<file path="config.mk">
export PLATFORM = sky130hd
export DESIGN_NAME = cla_add_arbiter
export DESIGN_NICKNAME = d
export VERILOG_FILES = /design/src/rtl/cla_pkg.sv /design/src/rtl/cla_rr_pick.sv /design/src/rtl/cla_add_arbiter.sv
export SDC_FILE = /design/constraint.sdc
export NUM_CORES = 1
export LEC_CHECK = 0
export ABC_AREA = 0
export CORE_AREA = 2 2 306 308
export CTS_BUF_LIST = sky130_fd_sc_hd__clkbuf_8
export CTS_CLUSTER_SIZE = 16
export DETAILED_ROUTE_END_ITERATION = 10
export DIE_AREA = 0 0 308 310
export DONT_BUFFER_PORTS = 1
export PLACE_DENSITY_LB_ADDON = 0.3
export SYNTH_ARGS = -nofsm -noshare
export SYNTH_HDL_FRONTEND = slang
export SYNTH_HIERARCHICAL = 1
export SYNTH_SLANG_ARGS = --single-unit
</file>
<file path="constraint.sdc">
create_clock -name i_clock -period 8.7 [get_ports i_clock]
set_input_delay 1.74 -clock i_clock [delete_from_list [all_inputs] [get_ports i_clock]]
set_output_delay 1.74 -clock i_clock [all_outputs]
set_load 0.03 [all_outputs]
</file>
<file path="src/rtl/cla_pkg.sv">
// Shared definitions for the round-robin CLA adder arbiter.
//   CLA_WIDTH   : default operand/sum width of the shared adder
//   arb_state_e : arbiter FSM encoding (ARB=0, LOCK=1)
//   clog2()     : ceiling log2, used to size requester tags and the RR pointer
package cla_pkg;

  localparam int unsigned CLA_WIDTH = 64;

  typedef enum logic {
    ST_ARB  = 1'b0,
    ST_LOCK = 1'b1
  } arb_state_e;

  function automatic int clog2(input int n);
    int r;
    r = 0;
    while ((1 << r) < n) r++;
    return r;
  endfunction

endpackage

</file>
<file path="src/rtl/cla_rr_pick.sv">
// Combinational circular priority pick.
// Scans requesters starting at i_ptr and wrapping past N-1; the first one
// with its request bit set wins.
//   i_req   [N]  request vector
//   i_ptr   [PW] highest-priority index this cycle (< N)
//   o_grant [N]  one-hot winner, zero when no request
//   o_idx   [PW] winner index (0 when no request)
//   o_any        any request present
module cla_rr_pick #(
  parameter int N  = 4,
  parameter int PW = 2
) (
  input  logic [N-1:0]  i_req,
  input  logic [PW-1:0] i_ptr,
  output logic [N-1:0]  o_grant,
  output logic [PW-1:0] o_idx,
  output logic          o_any
);

  always_comb begin
    int j;
    j       = 0;
    o_grant = '0;
    o_idx   = '0;
    o_any   = 1'b0;
    for (int k = 0; k < N; k++) begin
      j = int'(i_ptr) + k;
      if (j >= N) j = j - N;
      if (!o_any && i_req[j]) begin
        o_any      = 1'b1;
        o_grant[j] = 1'b1;
        o_idx      = PW'(j);
      end
    end
  end

endmodule

</file>
<file path="src/rtl/cla_add_arbiter.sv">
// Round-robin arbiter sharing one registered CLA adder among NREQ requesters.
// Issues at most one operand pair per cycle, carries the owner tag alongside
// the adder latency and returns sum/carry as a one-hot registered pulse.
//   i_clock, i_reset        clock, synchronous active-high reset
//   i_req_valid/lock [NREQ] per-requester valid and burst-lock
//   i_req_op1/op2            packed operands, slice i = [i*WIDTH +: WIDTH]
//   o_req_ready [NREQ]       one-hot combinational grant
//   o_add_op1/op2, i_add_sum/cout   shared adder interface
//   o_rsp_valid [NREQ], o_rsp_sum, o_rsp_cout   result return
// Build option CLA_ARB_STATS_EN adds o_grant_cnt [NREQ*16]: saturating
// per-requester transfer counters.
module cla_add_arbiter
  import cla_pkg::*;
#(
  parameter int NREQ    = 4,
  parameter int WIDTH   = CLA_WIDTH,
  parameter int ADD_LAT = 1
) (
  input  logic                  i_clock,
  input  logic                  i_reset,
  input  logic [NREQ-1:0]       i_req_valid,
  input  logic [NREQ-1:0]       i_req_lock,
  input  logic [NREQ*WIDTH-1:0] i_req_op1,
  input  logic [NREQ*WIDTH-1:0] i_req_op2,
  output logic [NREQ-1:0]       o_req_ready,
  output logic [WIDTH-1:0]      o_add_op1,
  output logic [WIDTH-1:0]      o_add_op2,
  input  logic [WIDTH-1:0]      i_add_sum,
  input  logic                  i_add_cout,
  output logic [NREQ-1:0]       o_rsp_valid,
  output logic [WIDTH-1:0]      o_rsp_sum,
  output logic                  o_rsp_cout
`ifdef CLA_ARB_STATS_EN
  ,
  output logic [NREQ*16-1:0]    o_grant_cnt
`endif
);

  localparam int TW = (clog2(NREQ) < 1) ? 1 : clog2(NREQ);

  arb_state_e       r_state, w_state_nxt;
  logic [TW-1:0]    r_ptr, w_ptr_nxt;
  logic [TW-1:0]    r_owner, w_owner_nxt;
  logic [NREQ-1:0]  w_pick_grant;
  logic [TW-1:0]    w_pick_idx;
  logic             w_pick_any;
  logic             w_xfer;
  logic [TW-1:0]    w_xfer_idx;

  logic [WIDTH-1:0] r_add_op1, r_add_op2;
  logic [ADD_LAT:0] r_pv;
  logic [TW-1:0]    r_pt [ADD_LAT+1];
  logic [NREQ-1:0]  r_rsp_valid;
  logic [WIDTH-1:0] r_rsp_sum;
  logic             r_rsp_cout;

  cla_rr_pick #(.N(NREQ), .PW(TW)) u_pick (
    .i_req   (i_req_valid),
    .i_ptr   (r_ptr),
    .o_grant (w_pick_grant),
    .o_idx   (w_pick_idx),
    .o_any   (w_pick_any)
  );

  always_ff @(posedge i_clock) begin
    if (i_reset) begin
      r_state <= ST_ARB;
      r_ptr   <= '0;
      r_owner <= '0;
    end else begin
      r_state <= w_state_nxt;
      r_ptr   <= w_ptr_nxt;
      r_owner <= w_owner_nxt;
    end
  end

  // Ready is held low during reset so nothing is accepted while the pipe clears.
  always_comb begin
    w_state_nxt = r_state;
    w_ptr_nxt   = r_ptr;
    w_owner_nxt = r_owner;
    o_req_ready = '0;
    w_xfer      = 1'b0;
    w_xfer_idx  = r_owner;
    if (!i_reset) begin
      case (r_state)
        ST_ARB: begin
          o_req_ready = w_pick_grant;
          w_xfer      = w_pick_any;
          w_xfer_idx  = w_pick_idx;
          if (w_pick_any) begin
            w_ptr_nxt = (w_pick_idx == TW'(NREQ - 1)) ? '0 : w_pick_idx + 1'b1;
            if (i_req_lock[w_pick_idx]) begin
              w_state_nxt = ST_LOCK;
              w_owner_nxt = w_pick_idx;
            end
          end
        end
        ST_LOCK: begin
          if (i_req_valid[r_owner]) begin
            o_req_ready[r_owner] = 1'b1;
            w_xfer               = 1'b1;
            if (!i_req_lock[r_owner]) w_state_nxt = ST_ARB;
          end
        end
        default: w_state_nxt = ST_ARB;
      endcase
    end
  end

  // Stage 0 is loaded alongside the operand registers; the last stage lines up
  // with the adder output, which is captured into the response registers.
  always_ff @(posedge i_clock) begin
    if (i_reset) begin
      r_add_op1   <= '0;
      r_add_op2   <= '0;
      r_pv        <= '0;
      for (int s = 0; s <= ADD_LAT; s++) r_pt[s] <= '0;
      r_rsp_valid <= '0;
      r_rsp_sum   <= '0;
      r_rsp_cout  <= 1'b0;
    end else begin
      if (w_xfer) begin
        r_add_op1 <= i_req_op1[int'(w_xfer_idx)*WIDTH +: WIDTH];
        r_add_op2 <= i_req_op2[int'(w_xfer_idx)*WIDTH +: WIDTH];
      end
      r_pv[0] <= w_xfer;
      r_pt[0] <= w_xfer_idx;
      for (int s = 1; s <= ADD_LAT; s++) begin
        r_pv[s] <= r_pv[s-1];
        r_pt[s] <= r_pt[s-1];
      end
      r_rsp_valid <= '0;
      if (r_pv[ADD_LAT]) begin
        r_rsp_valid[r_pt[ADD_LAT]] <= 1'b1;
        r_rsp_sum                  <= i_add_sum;
        r_rsp_cout                 <= i_add_cout;
      end
    end
  end

  assign o_add_op1   = r_add_op1;
  assign o_add_op2   = r_add_op2;
  assign o_rsp_valid = r_rsp_valid;
  assign o_rsp_sum   = r_rsp_sum;
  assign o_rsp_cout  = r_rsp_cout;

`ifdef CLA_ARB_STATS_EN
  logic [15:0] r_gcnt [NREQ];

  always_ff @(posedge i_clock) begin
    if (i_reset) begin
      for (int i = 0; i < NREQ; i++) r_gcnt[i] <= '0;
    end else begin
      for (int i = 0; i < NREQ; i++) begin
        if (w_xfer && (w_xfer_idx == TW'(i)) && (r_gcnt[i] != 16'hffff))
          r_gcnt[i] <= r_gcnt[i] + 16'd1;
      end
    end
  end

  for (genvar g = 0; g < NREQ; g++) begin : g_cnt
    assign o_grant_cnt[g*16 +: 16] = r_gcnt[g];
  end
`endif

endmodule

</file>
After elaboration in Yosys (flattened, before gate mapping):

Memory sizes are Yosys's and may differ from the RTL's.
Cells that the tools add are included.

* output and inout port bits: 201
* bits in registers: 204
* word-level logic and storage cells: 125
* memories kept: 1
* bits in writable memories: 4
* bits of input ports: 587

* equal/unequal tests: 1
* reduce and logical (&&, ||, !) cells: 15
* bitwise logic cells: 7
* add/subtract/negate cells: 8
* shifts and indexed selects: 2
* order comparisons: 17
* multiplexer cells: 65

Memory list
* r_pt: depth 2, bits a word 2, read ports 2, clocked after Yosys merged registers in 0, wr ports 2, RTL line cla_add_arbiter.sv:52 `logic [TW-1:0] r_pt [ADD_LAT+1];`

Operator list (count)
* 256-bit by 9-bit indexed part select with 64-bit output: 2
* 32-bit by 1-bit >= comparator with 1-bit output, second input constant: 4
* 32-bit by 4-bit less-than comparator with 1-bit output, second input constant: 4
* 32-bit 2-to-1 mux: 4
* 32-bit by 4-bit >= comparator with 1-bit output, second input constant: 3
* 32-bit by 4-bit subtractor with 32-bit output, second input constant: 3
* 1-bit 2-to-1 mux: 30
* 4-bit 2-to-1 mux: 6
* 2-bit 2-to-1 mux: 9
* 1-bit binary-select mux with 2-bit select: 7
* 1-bit demux with 2-bit select: 6
* 4-bit bitwise OR: 3
* 1-bit logical AND: 9
* 2-bit by 3-bit less-than comparator with 1-bit output, second input constant: 3
* 4-bit case mux with 2 select lines: 1
* 2-bit by 2-bit adder with 3-bit output, second input constant: 2
* 2-bit by 1-bit >= comparator with 1-bit output, second input constant: 2
* 1-bit case mux with 2 select lines: 2
* 2-bit by 3-bit subtractor with 4-bit output, second input constant: 1
* 2-bit by 1-bit adder with 3-bit output, second input constant: 1
* 2-bit by 3-bit >= comparator with 1-bit output, second input constant: 1
* 1-bit logical NOT: 3
* 3-bit AND reduction: 1
* 2-bit by 1-bit adder with 2-bit output, second input constant: 1
* 5 further kinds: 7

Logic depth before layout (Yosys ltp):

* word-level depth: 20
* depth in mapped cells: 13
* gate-level depth less buffers: 10

By module:

Netlist, hierarchy kept.

Modules (own cells, without submodules)
* cla_add_arbiter: area each 10023.4 um^2, sequential area each 4164.0 um^2, instances 1, cells each 718
* cla_rr_pick: area each 456.7 um^2, sequential area each 0.0 um^2, instances 1, cells each 48

Least setup slack after synthesis:

OpenSTA, ideal clock, no wires.

* path kind: in2out
* from: input i_req_valid[2]
* to: output o_req_ready[1]
* data arrival time: 3.396 ns
* path slack: 3.564 ns
* buffers on the path: 1
* stages on the path: 7
* data required time: 6.960 ns
* path through: mux4_2 > buf_6 > nor4b_4 > a22oi_1 > o21ai_0 > nand2b_1 > a21oi_1

* word-level cells in the longest chain between the ends: 15
* elaborated cells on any way between the ends: 33
* classes of those cells: 24 x mux; 3 x bitwise; 6 x reduce/logical

Ends and longest elaborated chain
* from (decl): RTL line cla_add_arbiter.sv:21 `input logic [NREQ-1:0] i_req_valid,`
* 1-bit binary-select mux with 2-bit select: RTL line cla_rr_pick.sv:29 `if (!o_any && i_req[j]) begin`
* 1-bit 2-to-1 mux (not written as such) (2 in series): RTL line cla_rr_pick.sv:29
* 1-bit 2-to-1 mux: RTL line cla_rr_pick.sv:29
* 1-bit logical NOT: RTL line cla_rr_pick.sv:29
* 1-bit logical AND: RTL line cla_rr_pick.sv:29
* 1-bit 2-to-1 mux: RTL line cla_rr_pick.sv:29
* 1-bit logical NOT: RTL line cla_rr_pick.sv:29
* 1-bit logical AND: RTL line cla_rr_pick.sv:29
* 1-bit 2-to-1 mux: RTL line cla_rr_pick.sv:29
* 1-bit logical NOT: RTL line cla_rr_pick.sv:29
* 1-bit logical AND: RTL line cla_rr_pick.sv:29
* 4-bit 2-to-1 mux *: RTL line cla_rr_pick.sv:29
* net w_pick_grant[1]: RTL line cla_add_arbiter.sv:44 `logic [NREQ-1:0] w_pick_grant;`
* 4-bit case mux with 2 select lines *: RTL line cla_add_arbiter.sv:86 `case (r_state)`
* 4-bit 2-to-1 mux *: RTL line cla_add_arbiter.sv:85 `if (!i_reset) begin`
* to (decl): RTL line cla_add_arbiter.sv:25 `output logic [NREQ-1:0] o_req_ready,`

Mark *: on every way through the listed nets, which the timed path passes. The rest lies on a longest branch. The select of a mux whose other input is x is not followed.

Worst setup path in the final report:

* from: register r_ptr[0]
* to: output o_req_ready[3]

* word-level cells in the longest chain between the ends: 17
* elaborated cells on any way between the ends: 65
* classes of those cells: 7 x add/sub; 12 x order compare; 33 x mux; 3 x bitwise; 10 x reduce/logical

Ends and longest elaborated chain
* from (decl): RTL line cla_add_arbiter.sv:42 `logic [TW-1:0] r_ptr, w_ptr_nxt;`
* from (signal assigned): RTL line cla_add_arbiter.sv:72 `r_ptr <= w_ptr_nxt;`
* branches (longest 14 deep; another with 32-bit by 4-bit subtractor with 32-bit output)
* 4-bit 2-to-1 mux *: RTL line cla_rr_pick.sv:29
* net w_pick_grant[3]: RTL line cla_add_arbiter.sv:44
* 4-bit case mux with 2 select lines *: RTL line cla_add_arbiter.sv:86
* 4-bit 2-to-1 mux *: RTL line cla_add_arbiter.sv:85

Mark *: on every way through the listed nets, which the timed path passes. The select of a mux whose other input is x is not followed.

==> out/metrics.cfg <==
[run_status]
status=finished clean

[timing]
timing.slew.headroom_pct=20.6
post-route-min-period_ns=5.46
timing.final.crit_share_pct=62.8
tightest_slew_ns=1.19
hold_ws_ns=0.446
final_hold_viol_count=0
final_max_slew_viol_count=0
setup-violations-final=0
timing.setup.tns_ns=0
maxClockFrequency_ghz=0.183
setup_repair_after_global_routing_missed_its_margin=no
timing.clock.skew_ns=0.0172

[placement]
hpwl_mm=33.6
post_dp_cell_area_um2=11500
routability_congestion_estimate=0.949
port-buffer-count=0
placedCellCount=1893

[clock_tree]
cts_resized=0
post_cts_hold_buffer_count=0
clock_sink_count=208
cts_tree=yes
clock-root-buffer=sky130_fd_sc_hd__clkbuf_8
post-cts-setup-buffer-count=0
clock_insertion_delay_worst_skew_ns=0.63
clkSlewWorstSetupHoldPaths_ns=0.06
cts-buffers-inserted=42
buffers_from_clock_root_to_sink_at_most=3
cts-htree-levels=2

[pwr]
power.total_mw=5.63
p_leak_nw=4.33
power-per-cell-area_nw_per_um2=453
ir_worst_vdd_mv=0.206

[logic_synthesis]
synth_seq_area_share_pct=39.7
syn_avg_cell_area_um2=13.7
synth_seq_cells=208
synth_top_area_share_pct=39.7
ys_top_cells_by_area=sky130_fd_sc_hd__dfxtp_1 40%, sky130_fd_sc_hd__mux4_2 29%, sky130_fd_sc_hd__a22o_1 11%, sky130_fd_sc_hd__mux2i_1 7.1%, sky130_fd_sc_hd__nor2_1 2.7%
synth.net_count=1362
prevailing_post_synth_register_cell=sky130_fd_sc_hd__dfxtp_1
mappedNetlistArea_um2=10500
postSynth.asyncResetShare_pct=0
gate_count_of_the_mapped_netlist=766
yosys_synthesis_warning_count=6
synth-edff-count=0
yosysTopAreaCell=sky130_fd_sc_hd__dfxtp_1
ys_types=38

[cells_and_area]
final_common_cell=sky130_fd_sc_hd__dfxtp_1
flow.area_growth_from_synthesis_pct=18.7
most-common-layout-cells=207 x sky130_fd_sc_hd__dfxtp_1, 133 x sky130_fd_sc_hd__mux4_2, 128 x sky130_fd_sc_hd__a22o_1, 74 x sky130_fd_sc_hd__nor2_1, 72 x sky130_fd_sc_hd__mux2i_1
post_layout_nonfiller_instances=1997
final_net_count=1336
drive_gt1_share_pct=28.0
finish.instance_area_um2=12400

[floorplan]
placementRows=112
die-width_um=308
core_region_area_um2=92500
floorplan.die.height_um=310
initial_utilization_pct=11.3
floorplan.io_pins=788
die_area_um2=95500

[detailed_routing]
drt-total-wl_mm=43.3
via_count=7396
first_pass_iters=4
drc=0
route.antenna.remaining_nets=0
avgRoutedWirePerCell_um=21.7
average_via_count_per_standard_cell=3.70
drt-initial-drc-count=509

[global_route]
grt_pass1_vias=7650
grt_remaining_overflow=0
global_route.usage.total_pct=8.19
grt_antenna_before_repair=35
grt_pass1_wl_mm=55.9
largest_net_degree_at_the_start_of_global_routing=111

[setup_path]
required_ns=6.96
setup_cp_type=reg2out
critical_path_peak_fanout=15
setup.worst_path.end_class=output port
kind_of_launch_point_of_the_worst_setup_path=register
critical_path_arrival_ns=3.72

[min_path]
holdCritPathClass=reg2reg

[flow_run]
cap_viol_max_count=0

cells in the mapped netlist, types with 3 or more instances:
library cell / number
sky130_fd_sc_hd__buf_6: 9
sky130_fd_sc_hd__buf_4: 11
sky130_fd_sc_hd__a21oi_1: 6
sky130_fd_sc_hd__a22oi_1: 8
sky130_fd_sc_hd__mux2i_1: 74
sky130_fd_sc_hd__dfxtp_1: 208
sky130_fd_sc_hd__a22o_1: 128
sky130_fd_sc_hd__buf_12: 11
sky130_fd_sc_hd__nor2_1: 75
sky130_fd_sc_hd__buf_2: 19
sky130_fd_sc_hd__mux4_2: 133
sky130_fd_sc_hd__buf_1: 5
sky130_fd_sc_hd__nand2_1: 3
sky130_fd_sc_hd__clkbuf_1: 24
sky130_fd_sc_hd__ha_1: 9
sky130_fd_sc_hd__nor2b_1: 4
sky130_fd_sc_hd__nand2b_1: 4
sky130_fd_sc_hd__inv_1: 5
sky130_fd_sc_hd__o21ai_0: 6
state kept, by name, indices dropped and copies added, names as in the netlist:
signal and cells:
o_add_op1 64, o_rsp_cout 1, o_rsp_sum 64, r_pv 2, r_pt 4, r_state 1
r_ptr 2, o_add_op2 64, r_owner 2, o_rsp_valid 4
routing by layer:
| metal | track usage [%] | share of wire, % | vias to the layer above |
|---|---|---|---|
| li1 | - | - | 3048 |
| met1 | 8.56 | 35 | 3667 |
| met2 | 12.8 | 47 | 557 |
| met3 | 4.27 | 12 | 112 |
| met5 | 1.01 | 0.41 | - |
| met4 | 5.42 | 5.3 | 12 |
where the power goes:
part / leakage [nW] / internal (mW) / switching (mW)
Sequential: 1.72 / 1.33 / 1.08
Clock: 0.501 / 0.587 / 0.491
Combinational: 2.12 / 1.15 / 0.997
worst max-delay path, stage by stage, from the launching register on:
cell                       delay (ns)
sky130_fd_sc_hd__dfxtp_1         0.71
sky130_fd_sc_hd__inv_1           0.21
sky130_fd_sc_hd__ha_1            0.42
sky130_fd_sc_hd__mux4_2          0.45
sky130_fd_sc_hd__nor4b_4         0.39
sky130_fd_sc_hd__a22oi_1         0.11
sky130_fd_sc_hd__o21ai_0         0.10
sky130_fd_sc_hd__nand2b_1        0.10
sky130_fd_sc_hd__a21oi_1         0.60
cell type report:
cell class	count	area, um2
inverters	5	18.8
diodes	28	70.1
flip-flops and latches	208	4170
fillers	10380	80000
well taps	1197	1500
repair buffers	9	92.6
multi-input cells	474	5720
clock inverters	26	183
clock buffers	50	688
logic make-up (layout without fill, tap and decap cells):
logic type	Yosys count	in the layout	share of synthesized area, %
multiplexers	211	211	36.4
flip-flops	208	208	39.7
AO/OA/AOI/OAI	153	153	12.2
AND/OR/NAND/NOR	101	101	4.60
buffers and inverters	84	90	5.98
adder cells (fa/ha/maj)	9	9	1.07
other	0	28	0
worst paths after layout:
path                 start             end  slack [ns]  depth (start not counted)
setup / recovery  r_ptr[0]  o_req_ready[3]        3.24                          8
hold / removal     r_pv[0]         r_pv[1]        0.45                          1
setup reg to reg  r_ptr[0]    o_add_op2[2]        3.30                         12
hold reg to reg    r_pv[0]         r_pv[1]        0.45                          1
per-stage QoR:
step | util, % | setup WS [ns]
final | 13.5 | 3.24
after global routing | 13.4 | 2.78
after CTS | 13.4 | 3.10
after detailed placement | 12.4 | 2.65
after global placement | 12.4 | 2.68
after floorplan | - | 3.56
Note: power is estimated with default switching activity, not from simulation.
